$ cat src/rtl/imem_access_ctrl.sv
// Owns the single byte-wide instruction memory port, arbitrating between 32-bit fetches (four byte reads, big-endian)
// and single-byte loader writes. A fetch takes 6 cycles from grant to the next grant, a write takes 2.
module imem_access_ctrl #(
   parameter int ADDR_W          = 10,
   parameter bit LOADER_PRIORITY = 1'b1
) (
   input  logic              clk,
   input  logic              rst,
   input  logic              f_req,
   input  logic [31:0]       f_addr,
   output logic              f_gnt,
   output logic              f_valid,
   output logic              f_err,
   output logic [31:0]       f_instr,
   input  logic              l_req,
   input  logic [31:0]       l_addr,
   input  logic [7:0]        l_data,
   output logic              l_gnt,
   output logic              l_err,
   output logic [ADDR_W-1:0] mem_addr,
   output logic              mem_we,
   output logic [7:0]        mem_wdata,
   input  logic [7:0]        mem_rdata,
   output logic              busy
);

   typedef enum logic [1:0] {IDLE, RD, CAP, WR} state_t;

   state_t            state_q;
   logic [1:0]        k_q;
   logic [23:0]       bytes_q;
   logic [31:0]       f_instr_q;
   logic [31:0]       f_word_d;
   logic              f_valid_q;
   logic              f_err_q;
   logic              l_err_q;
   logic              mem_we_q;
   logic              last_f_q;
   logic [ADDR_W-1:0] mem_addr_q;
   logic [7:0]        mem_wdata_q;

   logic idle;
   logic tie_l;
   logic f_ok;
   logic l_ok;

   assign idle  = (state_q == IDLE) && !rst;
   assign tie_l = LOADER_PRIORITY ? 1'b1 : last_f_q;
   assign l_gnt = idle && l_req && (!f_req || tie_l);
   assign f_gnt = idle && f_req && !(l_req && tie_l);

   assign f_ok = (f_addr[1:0] == 2'b00) && (f_addr[31:ADDR_W] == '0);
   assign l_ok = (l_addr[31:ADDR_W] == '0);

   // The last byte arrives on mem_rdata in the CAP cycle itself, so the word is completed combinationally there.
   assign f_word_d = f_err_q ? 32'h0 : {bytes_q, mem_rdata};
   assign f_instr  = (state_q == CAP) ? f_word_d : f_instr_q;

   assign f_valid   = f_valid_q;
   assign f_err     = f_err_q;
   assign l_err     = l_err_q;
   assign mem_addr  = mem_addr_q;
   assign mem_we    = mem_we_q & ~rst;
   assign mem_wdata = mem_wdata_q;
   assign busy      = (state_q != IDLE);

   always_ff @(posedge clk) begin
      if (rst) begin
         state_q     <= IDLE;
         k_q         <= 2'd0;
         bytes_q     <= 24'h0;
         f_instr_q   <= 32'h0;
         f_valid_q   <= 1'b0;
         f_err_q     <= 1'b0;
         l_err_q     <= 1'b0;
         mem_we_q    <= 1'b0;
         last_f_q    <= 1'b1;
         mem_addr_q  <= '0;
         mem_wdata_q <= 8'h0;
      end else begin
         f_valid_q <= 1'b0;
         f_err_q   <= 1'b0;
         l_err_q   <= 1'b0;
         mem_we_q  <= 1'b0;
         case (state_q)
            IDLE: begin
               if (l_gnt) begin
                  last_f_q <= 1'b0;
                  state_q  <= WR;
                  if (l_ok) begin
                     mem_addr_q  <= l_addr[ADDR_W-1:0];
                     mem_wdata_q <= l_data;
                     mem_we_q    <= 1'b1;
                  end else begin
                     l_err_q <= 1'b1;
                  end
               end else if (f_gnt) begin
                  last_f_q <= 1'b1;
                  if (f_ok) begin
                     state_q    <= RD;
                     k_q        <= 2'd0;
                     mem_addr_q <= f_addr[ADDR_W-1:0];
                  end else begin
                     state_q   <= CAP;
                     f_valid_q <= 1'b1;
                     f_err_q   <= 1'b1;
                  end
               end
            end
            RD: begin
               // Byte k-1 is on mem_rdata while address k is being presented.
               if (k_q != 2'd0) begin
                  bytes_q <= {bytes_q[15:0], mem_rdata};
               end
               if (k_q == 2'd3) begin
                  state_q   <= CAP;
                  f_valid_q <= 1'b1;
               end else begin
                  k_q        <= k_q + 2'd1;
                  mem_addr_q <= mem_addr_q + ADDR_W'(1);
               end
            end
            CAP: begin
               f_instr_q <= f_word_d;
               state_q   <= IDLE;
            end
            WR: begin
               state_q <= IDLE;
            end
            default: begin
               state_q <= IDLE;
            end
         endcase
      end
   end

endmodule

$ cat config.mk
export PLATFORM = sky130hd
export DESIGN_NAME = imem_access_ctrl
export DESIGN_NICKNAME = d
export VERILOG_FILES = /design/src/rtl/imem_access_ctrl.sv
export SDC_FILE = /design/constraint.sdc
export NUM_CORES = 1
export LEC_CHECK = 0
export BUFFER_PORTS_ARGS = -buffer_cell sky130_fd_sc_hd__buf_2
export CORE_MARGIN = 3
export CORE_UTILIZATION = 38
export CTS_CLUSTER_SIZE = 20
export DETAILED_ROUTE_END_ITERATION = 10
export GPL_TIMING_DRIVEN = 0
export PLACE_DENSITY = 0.72
export SETUP_SLACK_MARGIN = 0.1
export SYNTH_ARGS = -nofsm -noshare
export SYNTH_HDL_FRONTEND = slang
export SYNTH_SLANG_ARGS = --single-unit
$ cat constraint.sdc
create_clock -name clk -period 3.57 [get_ports clk]
set_clock_uncertainty 0.1 [all_clocks]
set_input_delay 0.714 -clock clk [delete_from_list [all_inputs] [get_ports clk]]
set_output_delay 0.714 -clock clk [all_outputs]
set_load 0.05 [all_outputs]
==> metrics.txt <==
# TYPE chip_impl_metric gauge
chip_impl_info{name="outcome",value="completed"} 1
chip_impl_metric{name="clockBufferDepth",unit=""} 2
chip_impl_metric{name="die_x",unit="µm"} 105.4
chip_impl_info{name="clock_tree.root_cell",value="sky130_fd_sc_hd__clkbuf_8"} 1
chip_impl_metric{name="final_period_minus_worst_setup_slack",unit="ns"} 3.129
chip_impl_metric{name="sink_count_of_the_clock_tree",unit=""} 82
chip_impl_info{name="r2r_start",value="state_q[0]"} 1
chip_impl_metric{name="synthDistinctLibCells",unit=""} 44
chip_impl_info{name="min-delay-path-class",value="reg2reg"} 1
chip_impl_metric{name="grt.met3_usage",unit=""} 0.04715
chip_impl_metric{name="crit_path_max_incr_delay",unit="ns"} 0.48
chip_impl_metric{name="maximum_number_of_pins_on_one_net_before_global_route_repair",unit=""} 16
chip_impl_metric{name="top_level_ports",unit=""} 141
chip_impl_metric{name="final_antenna_net_count",unit=""} 0
chip_impl_info{name="worstSetupPathType",value="reg2out"} 1
chip_impl_info{name="yosys-top-cells-area",value="sky130_fd_sc_hd__dfxtp_1 (44%), sky130_fd_sc_hd__nand2_1 (10%), sky130_fd_sc_hd__nand2b_1 (6.2%), sky130_fd_sc_hd__and2_1 (5.3%), sky130_fd_sc_hd__o21ai_0 (5.3%)"} 1
chip_impl_info{name="crit-reg2reg-capture",value="mem_addr[0]"} 1
chip_impl_metric{name="synth_xor_area_frac",unit=""} 0.002332
chip_impl_info{name="timing.critical_path.slowest_stage_cell",value="sky130_fd_sc_hd__dfxtp_1"} 1
chip_impl_metric{name="finalWeightedCongestion",unit=""} 0.8210
chip_impl_metric{name="rows",unit=""} 35
chip_impl_metric{name="initial_utilization",unit=""} 0.3989
chip_impl_metric{name="cp_arrival",unit="ns"} 2.32
chip_impl_metric{name="floorplan.die.height",unit="µm"} 105.4
chip_impl_metric{name="antenna_cells_inserted",unit=""} 0
chip_impl_metric{name="path_clk_slew",unit="ns"} 0.09
chip_impl_info{name="critPathTopFamily",value="buffers and inverters"} 1
chip_impl_metric{name="share_of_the_yosys_chip_area_belonging_to_registers",unit=""} 0.4370
chip_impl_info{name="critical_path.most_common_cell",value="sky130_fd_sc_hd__clkbuf_1"} 1
chip_impl_metric{name="path_max_fanout",unit=""} 10
chip_impl_metric{name="yosys_warnings",unit=""} 0
chip_impl_info{name="holdPathEnd",value="bytes_q[20]"} 1
chip_impl_metric{name="synth_fp_nets",unit=""} 557
chip_impl_metric{name="cts_post_setup_buffers_inserted",unit=""} 0
chip_impl_metric{name="rrSetupSlack",unit="ns"} 1.47
chip_impl_metric{name="drt-initial-drc-count",unit=""} 196
chip_impl_metric{name="grt_pass1_vias",unit=""} 3509
chip_impl_metric{name="maxClockFrequency",unit="MHz"} 319.6
chip_impl_metric{name="area_delta_synth_final",unit="%"} 28.55
chip_impl_metric{name="globalRouteTotalUtil",unit=""} 0.1867
chip_impl_info{name="clock_tree_from_tritoncts",value="done"} 1
chip_impl_metric{name="grt_first_pass_wirelength",unit="µm"} 16730
chip_impl_metric{name="post_drt_via_cell_ratio",unit=""} 4.889
chip_impl_metric{name="r2r.worst_path.cells",unit=""} 7
chip_impl_metric{name="clock_tree.htree_level_count",unit=""} 3
chip_impl_metric{name="fp.coreArea",unit="µm²"} 9415
chip_impl_metric{name="detailedPlacementHpwl",unit="µm"} 8021
chip_impl_metric{name="post_route_cells_drive_above_1_share",unit=""} 0.2812
chip_impl_metric{name="global_route.overflow_total",unit=""} 0
chip_impl_metric{name="postSynthRegisterBits",unit=""} 82
chip_impl_metric{name="worst-slew-pin-transition",unit="ns"} 0.5787
chip_impl_metric{name="worstHoldPathCells",unit=""} 2
chip_impl_metric{name="fin_tns_setup",unit="ns"} 0
chip_impl_metric{name="finalWorstSetupSlack",unit="ns"} 0.4409
chip_impl_metric{name="worst_ep_required_time",unit="ns"} 2.76
chip_impl_metric{name="timing.slew.headroom",unit=""} 0.6142
chip_impl_metric{name="synth.cell_area",unit="µm²"} 3756
chip_impl_metric{name="synthAdderAreaFrac",unit=""} 0.009993
chip_impl_metric{name="post_drt_wl_per_cell",unit="µm"} 13.76
chip_impl_metric{name="leakagePower",unit="nW"} 2.004
chip_impl_metric{name="timing.max_cap.violations",unit=""} 0
chip_impl_metric{name="postSynthAreaPerCell",unit="µm²"} 7.992
chip_impl_metric{name="power_density",unit="nW/µm²"} 429.3
chip_impl_info{name="worstSetupStartpointType",value="register"} 1
chip_impl_metric{name="cp_num_buf_inv",unit=""} 3
chip_impl_info{name="grt.busiest_layer",value="met2"} 1
chip_impl_metric{name="antenna_found_initial",unit=""} 0
chip_impl_metric{name="post-route-drc-count",unit=""} 0
chip_impl_info{name="synth_area_leader_cell",value="sky130_fd_sc_hd__dfxtp_1"} 1
chip_impl_metric{name="drt_wl_total",unit="µm"} 10390
chip_impl_metric{name="synth-simple-area-share",unit=""} 0.3238
chip_impl_metric{name="synth_compound_gate_area_share",unit=""} 0.1519
chip_impl_metric{name="post-synth-top-area-fraction",unit=""} 0.4370
chip_impl_metric{name="routed-via-count",unit=""} 3691
chip_impl_metric{name="port-buffer-count",unit=""} 140
chip_impl_info{name="timing.critical_path.cells",value="nand2b_1, clkbuf_1, clkbuf_1, nand2_1, o21ai_0, buf_2"} 1
chip_impl_metric{name="die-area",unit="µm²"} 11110
chip_impl_metric{name="crit_share_post_route",unit=""} 0.8765
chip_impl_metric{name="clk-insertion-delay-late",unit="ns"} 0.36
chip_impl_metric{name="setup-violations-final",unit=""} 0
chip_impl_metric{name="place_ws",unit="ns"} 0.8168
chip_impl_metric{name="groute.layer.met2.usage",unit=""} 0.3251
chip_impl_metric{name="hold_violations",unit=""} 0
chip_impl_info{name="layout.cells.most_common_list",value="sky130_fd_sc_hd__buf_2 (140), sky130_fd_sc_hd__nand2_1 (105), sky130_fd_sc_hd__dfxtp_1 (82)"} 1
chip_impl_metric{name="met1_usage",unit=""} 0.2259
chip_impl_metric{name="cts_resized",unit=""} 0
chip_impl_info{name="hold_path.startpoint",value="bytes_q[20]"} 1
chip_impl_metric{name="cts-hold-fix-buffers",unit=""} 0
chip_impl_info{name="setup_repair_after_global_routing_missed_its_margin",value="no"} 1
chip_impl_metric{name="synth.mux.area_fraction",unit=""} 0.03498
chip_impl_metric{name="drt_pre_antenna_iters",unit=""} 5
chip_impl_metric{name="synth_cells",unit=""} 470
chip_impl_info{name="commonest_non_fill_non_tap_cell_in_the_layout",value="sky130_fd_sc_hd__buf_2"} 1
chip_impl_metric{name="final_nets",unit=""} 708
chip_impl_metric{name="cts_made_buffers",unit=""} 9
chip_impl_metric{name="drv_slew",unit=""} 0
chip_impl_metric{name="vdd.ir_drop.worst",unit="mV"} 0.2057
chip_impl_info{name="category_of_the_worst_setup_path_capture_point",value="primary output"} 1
chip_impl_info{name="dominant_combinational_cell_family_by_area_after_synthesis",value="simple AND/OR/NAND/NOR gates"} 1
==> routing by layer <==
layer	wire length (µm)	vias up
met5	0	-
met4	164	0
met3	735	16
met2	5122	131
met1	4365	1667
li1	-	1877
==> how the worst max path moves through the flow <==
stage,from,slack (ns),depth (start not counted),end
2_1_floorplan,state_q[0],0.75,4,f_instr[10]
5_1_grt,state_q[0],0.22,6,f_instr[23]
3_3_place_gp,state_q[0],0.86,6,f_instr[11]
6_report,state_q[0],0.44,6,f_instr[9]
3_5_place_dp,state_q[0],0.82,6,f_instr[11]
4_1_cts,state_q[0],0.43,6,f_instr[11]
==> flip-flops by register name (all words and copies together) (netlist names) <==
name       cells
bytes_q       24
f_err          1
mem_wdata      8
f_valid        1
l_err          1
state_q        2
mem_we_q       1
k_q            2
f_instr_q     32
mem_addr      10
==> cells by family (layout without fill, tap and decap cells) <==
| group | after synthesis | in the layout |
|---|---|---|
| simple gates | 243 | 243 |
| compound gates | 93 | 93 |
| flops | 82 | 82 |
| buf+inv | 35 | 191 |
| mux | 13 | 13 |
| fa+ha+maj | 3 | 3 |
| xor+xnor | 1 | 1 |
==> power by group <==
part / leakage (nW) / switching [mW] / internal [mW]
Sequential: 0.663 / 0.0276 / 0.940
Clock: 0.103 / 0.355 / 0.350
Combinational: 1.24 / 0.276 / 0.125
Total: 2.00 / 0.658 / 1.41
==> worst reg2reg max path: stages (launching register included) <==
cell and delay (ns):
sky130_fd_sc_hd__dfxtp_1 0.39, sky130_fd_sc_hd__nor2_4 0.22, sky130_fd_sc_hd__nand2_2 0.10, sky130_fd_sc_hd__buf_4 0.19, sky130_fd_sc_hd__inv_2 0.17, sky130_fd_sc_hd__mux2i_1 0.40
sky130_fd_sc_hd__nor2_1 0.10, sky130_fd_sc_hd__a311o_1 0.32
==> cell usage after synthesis (all sizes together) <==
cell,count
nand2,106
dfxtp,82
o21ai,44
nand2b,37
a21oi,34
and2,32
nor2,27
clkbuf,24
mux2i,12
nor4,11
nand3,9
nor3,8
inv,7
buf,4
nand4,4
nor2b,4
a31oi,3
ha,3
a211oi,2
o211ai,2
or2,2
a2111oi,1
a21o,1
a311o,1
a311oi,1
mux2,1
nor3b,1
o21a,1
o221a,1
o31ai,1
o32ai,1
or3,1
or4,1
xnor2,1
==> area by class of cell <==
type | count | area, µm²
Fill cell | 937 | 4587
Multi-Input combinational cell | 353 | 1964
Sequential cell | 82 | 1642
Timing Repair Buffer | 140 | 700.7
Tap cell | 129 | 161.4
Clock buffer | 10 | 137.6
Buffer | 28 | 123.9
Clock inverter | 6 | 72.57
Inverter | 7 | 26.28
==> metrics by stage <==
step / util / hold WS (ns) / power [mW] / area, µm² / std cells
floorplan: - / 0.3368 / 1.256 / 3756 / 470
global placement: 0.4905 / 0.3474 / 1.382 / 4618 / 739
detailed placement: 0.4905 / 0.3534 / 1.390 / 4618 / 739
CTS: 0.5128 / 0.3648 / 2.090 / 4828 / 755
global route: 0.5128 / 0.3884 / 2.174 / 4828 / 755
finish: 0.5128 / 0.3683 / 2.073 / 4828 / 755
Note: power is estimated with default switching activity, not from simulation.
